File: src/rtl/lifo_reader.sv
// Pops a burst of words from a LIFO read port into a 2-entry ready/valid output buffer.
// Define LIFO_READER_ABORT_EN to add the abort_i input that ends a burst early.
module lifo_reader #(
    parameter int unsigned DWIDTH = 16,
    parameter int unsigned AWIDTH = 8
) (
    input  logic              clk_i,
    input  logic              srst_i,
    input  logic              start_i,
    input  logic [AWIDTH:0]   len_i,
    output logic              lifo_rdreq_o,
    input  logic [DWIDTH-1:0] lifo_q_i,
    input  logic              lifo_empty_i,
    input  logic [AWIDTH:0]   lifo_usedw_i,
    output logic [DWIDTH-1:0] data_o,
    output logic              valid_o,
    input  logic              ready_i,
    output logic              busy_o,
    output logic              done_o,
    output logic [AWIDTH:0]   count_o
`ifdef LIFO_READER_ABORT_EN
    ,
    input  logic              abort_i
`endif
);

    localparam int unsigned CW = AWIDTH + 1;

    typedef enum logic [1:0] {
        IDLE  = 2'd0,
        RUN   = 2'd1,
        FLUSH = 2'd2,
        DONE  = 2'd3
    } state_t;

    state_t            state;
    logic [CW-1:0]     len_q;
    logic [CW-1:0]     pops_q;
    logic              rdreq_q;
    logic [DWIDTH-1:0] skid_data;
    logic              skid_valid;

    logic              abort;
    logic              xfer;
    logic              pop;
    logic [1:0]        occ_next;
    logic [CW-1:0]     pops_next;

`ifdef LIFO_READER_ABORT_EN
    assign abort = abort_i;
`else
    assign abort = 1'b0;
`endif

    // Pop decision: occ_next is buffered words plus the word now on lifo_q_i, after this
    // cycle's transfer; a new pop is allowed only if it still fits in the two entries.
    // usedw lags a pop by a cycle, so a pop last cycle must leave at least one more word.
    always_comb begin
        xfer      = valid_o & ready_i;
        occ_next  = 2'(valid_o) + 2'(skid_valid) + 2'(rdreq_q) - 2'(xfer);
        pop       = 1'b0;
        if ((state == RUN) && !abort && (pops_q < len_q) && !lifo_empty_i &&
            (lifo_usedw_i > CW'(rdreq_q)) && (occ_next < 2'd2)) begin
            pop = 1'b1;
        end
        pops_next = pops_q + CW'(pop);
    end

    assign lifo_rdreq_o = pop;

    always_ff @(posedge clk_i or posedge srst_i) begin
        if (srst_i) begin
            state      <= IDLE;
            len_q      <= '0;
            pops_q     <= '0;
            rdreq_q    <= 1'b0;
            skid_data  <= '0;
            skid_valid <= 1'b0;
            data_o     <= '0;
            valid_o    <= 1'b0;
            busy_o     <= 1'b0;
            done_o     <= 1'b0;
            count_o    <= '0;
        end else begin
            rdreq_q <= pop;
            done_o  <= 1'b0;

            // data_o is the buffer head, skid_data the second entry; order follows pop order.
            if (xfer) begin
                if (skid_valid) begin
                    data_o     <= skid_data;
                    valid_o    <= 1'b1;
                    skid_valid <= rdreq_q;
                    if (rdreq_q) begin
                        skid_data <= lifo_q_i;
                    end
                end else begin
                    valid_o <= rdreq_q;
                    if (rdreq_q) begin
                        data_o <= lifo_q_i;
                    end
                end
            end else if (rdreq_q) begin
                if (!valid_o) begin
                    data_o  <= lifo_q_i;
                    valid_o <= 1'b1;
                end else begin
                    skid_data  <= lifo_q_i;
                    skid_valid <= 1'b1;
                end
            end

            if (xfer && (count_o < len_q)) begin
                count_o <= count_o + CW'(1);
            end

            case (state)
                IDLE: begin
                    if (start_i) begin
                        len_q   <= len_i;
                        pops_q  <= '0;
                        count_o <= '0;
                        busy_o  <= 1'b1;
                        if (len_i == '0) begin
                            state  <= DONE;
                            done_o <= 1'b1;
                        end else begin
                            state <= RUN;
                        end
                    end
                end
                RUN: begin
                    pops_q <= pops_next;
                    if (abort || (pops_next == len_q) || (lifo_empty_i && !rdreq_q)) begin
                        state <= FLUSH;
                    end
                end
                FLUSH: begin
                    if (occ_next == 2'd0) begin
                        state  <= DONE;
                        done_o <= 1'b1;
                    end
                end
                DONE: begin
                    state  <= IDLE;
                    busy_o <= 1'b0;
                end
                default: begin
                    state <= IDLE;
                end
            endcase
        end
    end

endmodule

File: config.mk
export PLATFORM = sky130hd
export DESIGN_NAME = lifo_reader
export DESIGN_NICKNAME = d
export VERILOG_FILES = /design/src/rtl/lifo_reader.sv
export SDC_FILE = /design/constraint.sdc
export NUM_CORES = 1
export LEC_CHECK = 0
export ABC_AREA = 1
export CAP_MARGIN = 20
export CORE_AREA = 2 2 91 93
export DETAILED_ROUTE_END_ITERATION = 10
export DIE_AREA = 0 0 93 95
export DONT_BUFFER_PORTS = 1
export PLACE_DENSITY = 0.61
export SLEW_MARGIN = 20
export SYNTH_ARGS = -nofsm -noshare
export SYNTH_HDL_FRONTEND = slang
export SYNTH_SLANG_ARGS = --single-unit
File: constraint.sdc
create_clock -name clk_i -period 4.25 [get_ports clk_i]
set_input_delay 0.6375 -clock clk_i [delete_from_list [all_inputs] [get_ports clk_i]]
set_output_delay 0.6375 -clock clk_i [all_outputs]
set_load 0.01 [all_outputs]
Word-level counts from Yosys, hierarchy flattened
Cells that the tools add are included.
{"block": "op_classes", "muxes": 33, "bitwise": 1, "reduce_logical": 24, "magnitude_cmp": 4, "addsub": 5, "eq_ne": 10}
{"operator": "$mux 16", "n": 9}
{"operator": "$mux 9", "n": 4}
{"operator": "$lt 9x9->1", "n": 2}
{"operator": "$pmux 9 s2", "n": 1}
{"operator": "$mux 1", "n": 12}
{"operator": "$reduce_bool 2->1", "n": 5}
{"operator": "$add 9x1->9", "n": 1}
{"operator": "$add 9x1->9 const B", "n": 1}
{"operator": "$eq 9x9->1", "n": 1}
{"operator": "$gt 9x1->1", "n": 1}
{"operator": "$logic_not 9->1", "n": 1}
{"operator": "$mux 2", "n": 4}
{"operator": "$ne 2x2->1 const B", "n": 4}
{"operator": "$pmux 2 s4", "n": 1}
{"operator": "$reduce_and 2->1", "n": 4}
{"operator": "$logic_and 1x1->1", "n": 6}
{"operator": "$reduce_and 3->1", "n": 2}
{"operator": "$eq 2x2->1 const B", "n": 2}
{"operator": "$logic_not 2->1", "n": 2}
{"operator": "$ne 2x1->1 const B", "n": 2}
{"operator": "$pmux 1 s2", "n": 2}
{"operator": "$reduce_and 4->1", "n": 1}
{"operator": "$add 1x1->2", "n": 1}
{"operator": "$add 2x1->2", "n": 1}
{"operator": "6 further kinds", "n": 7}
{"block": "totals", "in_bits": 39, "regBits": 66, "word_cells": 88, "output_inout_bits": 29}

Logic depth before layout (Yosys ltp)
{"block": "depth", "word_depth": 11, "depth_mapped": 23, "depth_no_buf": 23}

Worst setup path after synthesis
OpenSTA, ideal clock, no wires.
{"block": "synth_timing", "kind": "input port to flip-flop", "from": "in ready_i", "to": "reg state[0]", "required_ps": 4133, "setup_time_ps": 117, "arrival_time_ps": 3044, "setup_slack_ps": 1089, "path_stages": 20, "path_buffers": 0, "cell_sequence": "nand2_1 > ha_1 > inv_1 > fa_1 > or2_2 > nand2_1 > nor2_1 > ha_1 > ha_1 > xor2_1 > nor2_1 > nand2_1 > inv_1 > nand2_1 > nor2_1 > nand3_1 > nand2_2 > nand2_2 > nand2_1 > nand2_1"}
{"block": "synth_between", "elab_chain_len": 10, "elab_cells_between_ends": 12, "cone_classes": "add/sub: 2; order compare: 1; eq/ne: 3; mux: 1; bitwise: 1; reduce/logical: 4"}
{"element": "start, declared", "line_no": "17", "rtl": "input logic ready_i,"}
{"element": "$and 1x1->1", "line_no": "59", "rtl": "xfer = valid_o & ready_i;"}
{"element": "$sub 2x1->2", "line_no": "60", "rtl": "occ_next = 2'(valid_o) + 2'(skid_valid) + 2'(rdreq_q) - 2'(xfer);"}
{"element": "$lt 2x2->1", "line_no": "63", "rtl": "(lifo_usedw_i > CW'(rdreq_q)) && (occ_next < 2'd2)) begin"}
{"element": "$logic_and 1x1->1", "line_no": "63"}
{"element": "$mux 1", "line_no": "62", "rtl": "if ((state == RUN) && !abort && (pops_q < len_q) && !lifo_empty_i &&"}
{"element": "named net lifo_rdreq_o", "line_no": "11", "rtl": "output logic lifo_rdreq_o,"}
{"element": "$add 9x1->9", "line_no": "66", "rtl": "pops_next = pops_q + CW'(pop);"}
{"element": "$eq 9x9->1", "line_no": "134", "rtl": "if (abort || (pops_next == len_q) || (lifo_empty_i && !rdreq_q)) begin"}
{"element": "$logic_or 1x1->1", "line_no": "134"}
{"element": "$ne 2x1->1 (no source line)"}
{"element": "$reduce_and 3->1 (no source line)"}
{"element": "end signal, assigned", "line_no": "135", "rtl": "state <= FLUSH;"}
{"element": "end signal, assigned", "line_no": "140", "rtl": "state <= DONE;"}
{"element": "end signal, assigned", "line_no": "145", "rtl": "state <= IDLE;"}
{"element": "end, declared", "line_no": "36", "rtl": "state_t state;"}
The timed path passes the listed nets, and every way through them passes these cells.
A chain may end at the register's enable or synchronous reset.

Worst setup path in the final report
{"block": "layout_timing", "from": "reg len_q[8]", "to": "reg state[0]"}
{"block": "layout_between", "elab_chain_len": 11}
{"element": "start, declared", "line_no": "37", "rtl": "logic [CW-1:0] len_q;"}
{"element": "start signal, assigned", "line_no": "120", "rtl": "len_q <= len_i;"}
{"element": "$lt 9x9->1", "line_no": "62"}
{"element": "$logic_and 1x1->1 (3 in a row)", "line_no": "62"}
{"element": "$logic_and 1x1->1", "line_no": "63"}
{"element": "$mux 1", "line_no": "62"}
{"element": "named net lifo_rdreq_o", "line_no": "11"}
{"element": "$add 9x1->9", "line_no": "66"}
{"element": "$eq 9x9->1", "line_no": "134"}
{"element": "$logic_or 1x1->1", "line_no": "134"}
{"element": "$ne 2x1->1 (no source line)"}
{"element": "$reduce_and 3->1 (no source line)"}
The timed path passes the listed nets, and every way through them passes these cells.

==> summary by stage <==
Synth
Synthesis instantiated 32 different standard cells from the library. For this run, the number of Yosys warnings is 0. The main flop type after synthesis is sky130_fd_sc_hd__dfrtp_1. The fraction of registers with async set or reset after synthesis is between 90% and 100%. The sequential-to-total area share from yosys stat is around 44%. The synthesized area divided by synthesized cell count is just under 8 um2. After technology mapping, the gate count stands at roughly 480. The synthesized cell area is between 3000 and 4000 um2. The number of register bits inferred by synthesis is 66. The synthesized design contains 0 enable-type register cells. When the netlist entered floorplanning its net count stood at around 550.

Worst setup path
The critical register-to-register path endpoint is state[0]. The length in cells of the worst reg-to-reg path is 22. In this run the worst path has a maximum fanout of 4.

Across all register-to-register paths, the minimum setup slack is approximately 940 ps. The startpoint of the worst register-to-register path is len_q[8]. The critical path data required time is about 4500 ps. The startpoint class of the critical path is a flop. The kind of end point of the critical path is a flop.

By startpoint and endpoint, the worst setup path is classified as flop to flop. At the worst endpoint, the arrival time is about 3500 ps.

Place
The final weighted congestion in routability-driven placement is a little under 0.9. Once detailed placement completed, the half-perimeter wirelength came to approximately 6500 um. The count of buffers added on input and output ports is 0. The placed cell area is slightly below 4000 um2.

OpenSTA, run right after detailed placement, puts the worst setup slack at roughly 800 ps.

STA
The max-slew headroom at the worst pin is between 30% and 40%. The final hold slack is 314 ps. Setup repair after global routing left no endpoint under its margin.

The number of max-slew violations in the final report is 0. The final period demand of the worst path is ~3300 ps. The slew at the pin closest to its max-slew limit is about 990 ps. The number of endpoints with negative hold slack in the final report was 0. Setup total negative slack on the finished layout was measured at 0 ps. Setup violations remaining at the end of the flow were counted as 0. The highest achievable clock rate is just over 300 MHz. The worst setup slack after layout is around 940 ps. The final clock skew is roughly 8.8 ps. The share of the clock period used by the worst path is between 70% and 80%.

Clock tree
CTS built an H-tree with a depth of 3. TritonCTS built the clock tree. Clock-pin slew was measured on the worst setup and hold paths at around 80 ps. Buffers inserted to repair hold after CTS numbered 0. The cell at the root of the clock tree is sky130_fd_sc_hd__clkbuf_8.

The maximum buffer depth of the clock tree is 2. The tree built by TritonCTS fans out to 66 sinks. For the worst-skew pair, the clock arrives at the later sink with an insertion delay of between 300 and 400 ps. The total CTS buffers is 9. Once the clock tree was built, the setup fixing pass inserted 0 buffers. The number of gates resized after CTS was 0.

Global route
Global routing consumed, over all layers together, ~22% of the routing resources. The initial antenna violation count is 0. The first global-routing pass estimated about 15000 um of wire.

For this run the aggregate overflow at the end of global routing stands at 0. The via count of the first global-routing pass came to about 3.2k. The maximum number of pins on one net before global-route repair is 37.

Drt
The total vias in the final route is around 3.2k. The remaining number of nets flagged by the antenna check after routing is 0. For this run, design rule violations remaining after detail routing come to 0.

After detailed routing, the number of vias per cell comes to about 5.3. The detail-routed net length per standard cell is 14.9 um. For this block, the routed nets add up to 8870 um of wire. The pre-antenna-repair detailed-routing pass consisted of 5 iterations. The number of DRC markers after the initial detailed-route iteration is 110.

Floorplan
The area of the die is 8840 um2. The core footprint is 7930 um2. The die outline height is 95 um. The starting utilization of the core area is between 40% and 50%. The die boundary width is 93 um.

The number of top-level design ports is around 70. The floorplan has 33 rows.

Final layout
The layout net count is between 500 and 600. 0 antenna diodes ended up in the layout. The finished cells cover slightly above 4000 um2.

The area added between synthesis and finish is 8.21%. The fraction of final layout cells with drive strength greater than 1 is roughly 6.5%.

Power
For this design the ratio of total power to cell area is approximately 650 nW/um2. The maximum resistive drop on vdd is 0.000342 V. Summed over all cells, the static leakage comes to slightly above 2 nW.

Run
Max-cap violations in this run came to 0.

Run status
The flow ran to the end, and the final reports show no timing, DRC or antenna violations.

Min path
The path class of the tightest hold or removal check is input pin to async pin.
cell families (layout without fill, tap and decap cells):
family	count (synthesis)	in the layout	synth area share, %
and+or+nand+nor	207	207	23.5
AOI/OAI and AO/OA	101	101	14.8
buffers and inverters	75	84	7.62
DFF	66	66	43.5
adders and majority gates	27	27	9.10
xor gates and xnor gates	6	6	1.38
critical path: stages, from the launching register on:
cell                        delay, ps
sky130_fd_sc_hd__dfrtp_1          410
sky130_fd_sc_hd__inv_1             90
sky130_fd_sc_hd__ha_1             310
sky130_fd_sc_hd__nand2_1          120
sky130_fd_sc_hd__nor2_1            80
sky130_fd_sc_hd__nand3_1           70
sky130_fd_sc_hd__o2111ai_1        110
sky130_fd_sc_hd__nor3_1           160
sky130_fd_sc_hd__nand3_1          100
sky130_fd_sc_hd__nor2_1           310
sky130_fd_sc_hd__ha_1             260
sky130_fd_sc_hd__ha_1             190
sky130_fd_sc_hd__nand3_1          150
sky130_fd_sc_hd__o21bai_1         200
sky130_fd_sc_hd__nand2_1          100
sky130_fd_sc_hd__nand2_1           60
sky130_fd_sc_hd__o21ai_1           60
sky130_fd_sc_hd__inv_1             50
sky130_fd_sc_hd__nand3_1          100
sky130_fd_sc_hd__nand2_2          100
sky130_fd_sc_hd__nand2_2           50
sky130_fd_sc_hd__nand2_1           60
sky130_fd_sc_hd__nand2_1           40
worst max-delay path by stage:
stage,start,end,slack (ps)
finish,len_q[8],state[0],940
CTS,len_q[8],state[0],920
detailed placement,ready_i,state[0],820
global route,len_q[8],state[0],640
global placement,ready_i,state[1],840
floorplan,ready_i,state[0],1090
per-layer routing:
metal / track usage [%] / vias up / wire (um)
met1: 28.4 / 1470 / 4140
met5: 0 / - / 0
met3: 5.43 / 12 / 434
li1: - / 1606 / -
met2: 36.2 / 80 / 4150
met4: 7.72 / 0 / 144
where the power goes:
| part | switching [W] | total, W | internal [W] |
|---|---|---|---|
| combinational | 0.000657 | 0.00101 | 0.000352 |
| sequential | 0.000233 | 0.00110 | 0.000872 |
| clock | 0.000253 | 0.000538 | 0.000285 |
metrics by stage:
stage                     cells  util [%]  power [W]
final                       596      51.8    0.00265
after global routing        596      51.8    0.00291
after CTS                   596      51.8    0.00268
after detailed placement    580      49.3    0.00213
after global placement      580      49.3    0.00210
after floorplan             482         -    0.00184
synth_stat cells, types with 3 or more instances:
cell type,count,area [um2]
sky130_fd_sc_hd__nand3_1,35,175
sky130_fd_sc_hd__nand2_1,123,462
sky130_fd_sc_hd__dfrtp_1,66,1650
sky130_fd_sc_hd__o211ai_1,16,120
sky130_fd_sc_hd__nor4_1,5,31.3
sky130_fd_sc_hd__o21ai_0,58,290
sky130_fd_sc_hd__a21oi_1,14,70.1
sky130_fd_sc_hd__clkbuf_1,8,30.0
sky130_fd_sc_hd__xor2_1,5,43.8
sky130_fd_sc_hd__nor3_1,5,25.0
sky130_fd_sc_hd__nor2_1,26,97.6
sky130_fd_sc_hd__nand2_2,3,18.8
sky130_fd_sc_hd__ha_1,26,325
sky130_fd_sc_hd__inv_1,61,229
sky130_fd_sc_hd__o21ai_1,3,15.0
sky130_fd_sc_hd__o22ai_1,6,37.5
sky130_fd_sc_hd__buf_2,3,15.0
final cells by class:
class | instances | area (um2)
fillers | 798 | 3820
multi-input cells | 341 | 1850
flip-flops and latches | 66 | 1650
inverters | 63 | 236
clock buffers | 11 | 141
well taps | 105 | 131
clock inverters | 5 | 53.8
repair buffers | 5 | 37.5
flip-flops by register name (all words and copies together), names as in the netlist:
signal / cells
state: 2
done_o: 1
skid_valid: 1
valid_o: 1
rdreq_q: 1
count_o: 9
len_q: 9
skid_data: 16
pops_q: 9
busy_o: 1
data_o: 16
cells in the final DEF (no fill, tap or decap), types with 6 or more instances in the layout:
cell,count
sky130_fd_sc_hd__o211ai_1,16
sky130_fd_sc_hd__clkbuf_8,10
sky130_fd_sc_hd__nand2_1,123
sky130_fd_sc_hd__ha_1,26
sky130_fd_sc_hd__a21oi_1,14
sky130_fd_sc_hd__o22ai_1,6
sky130_fd_sc_hd__dfrtp_1,66
sky130_fd_sc_hd__nand3_1,35
sky130_fd_sc_hd__inv_1,60
sky130_fd_sc_hd__nor2_1,26
sky130_fd_sc_hd__o21ai_0,58
Note: power is estimated with default switching activity, not from simulation.
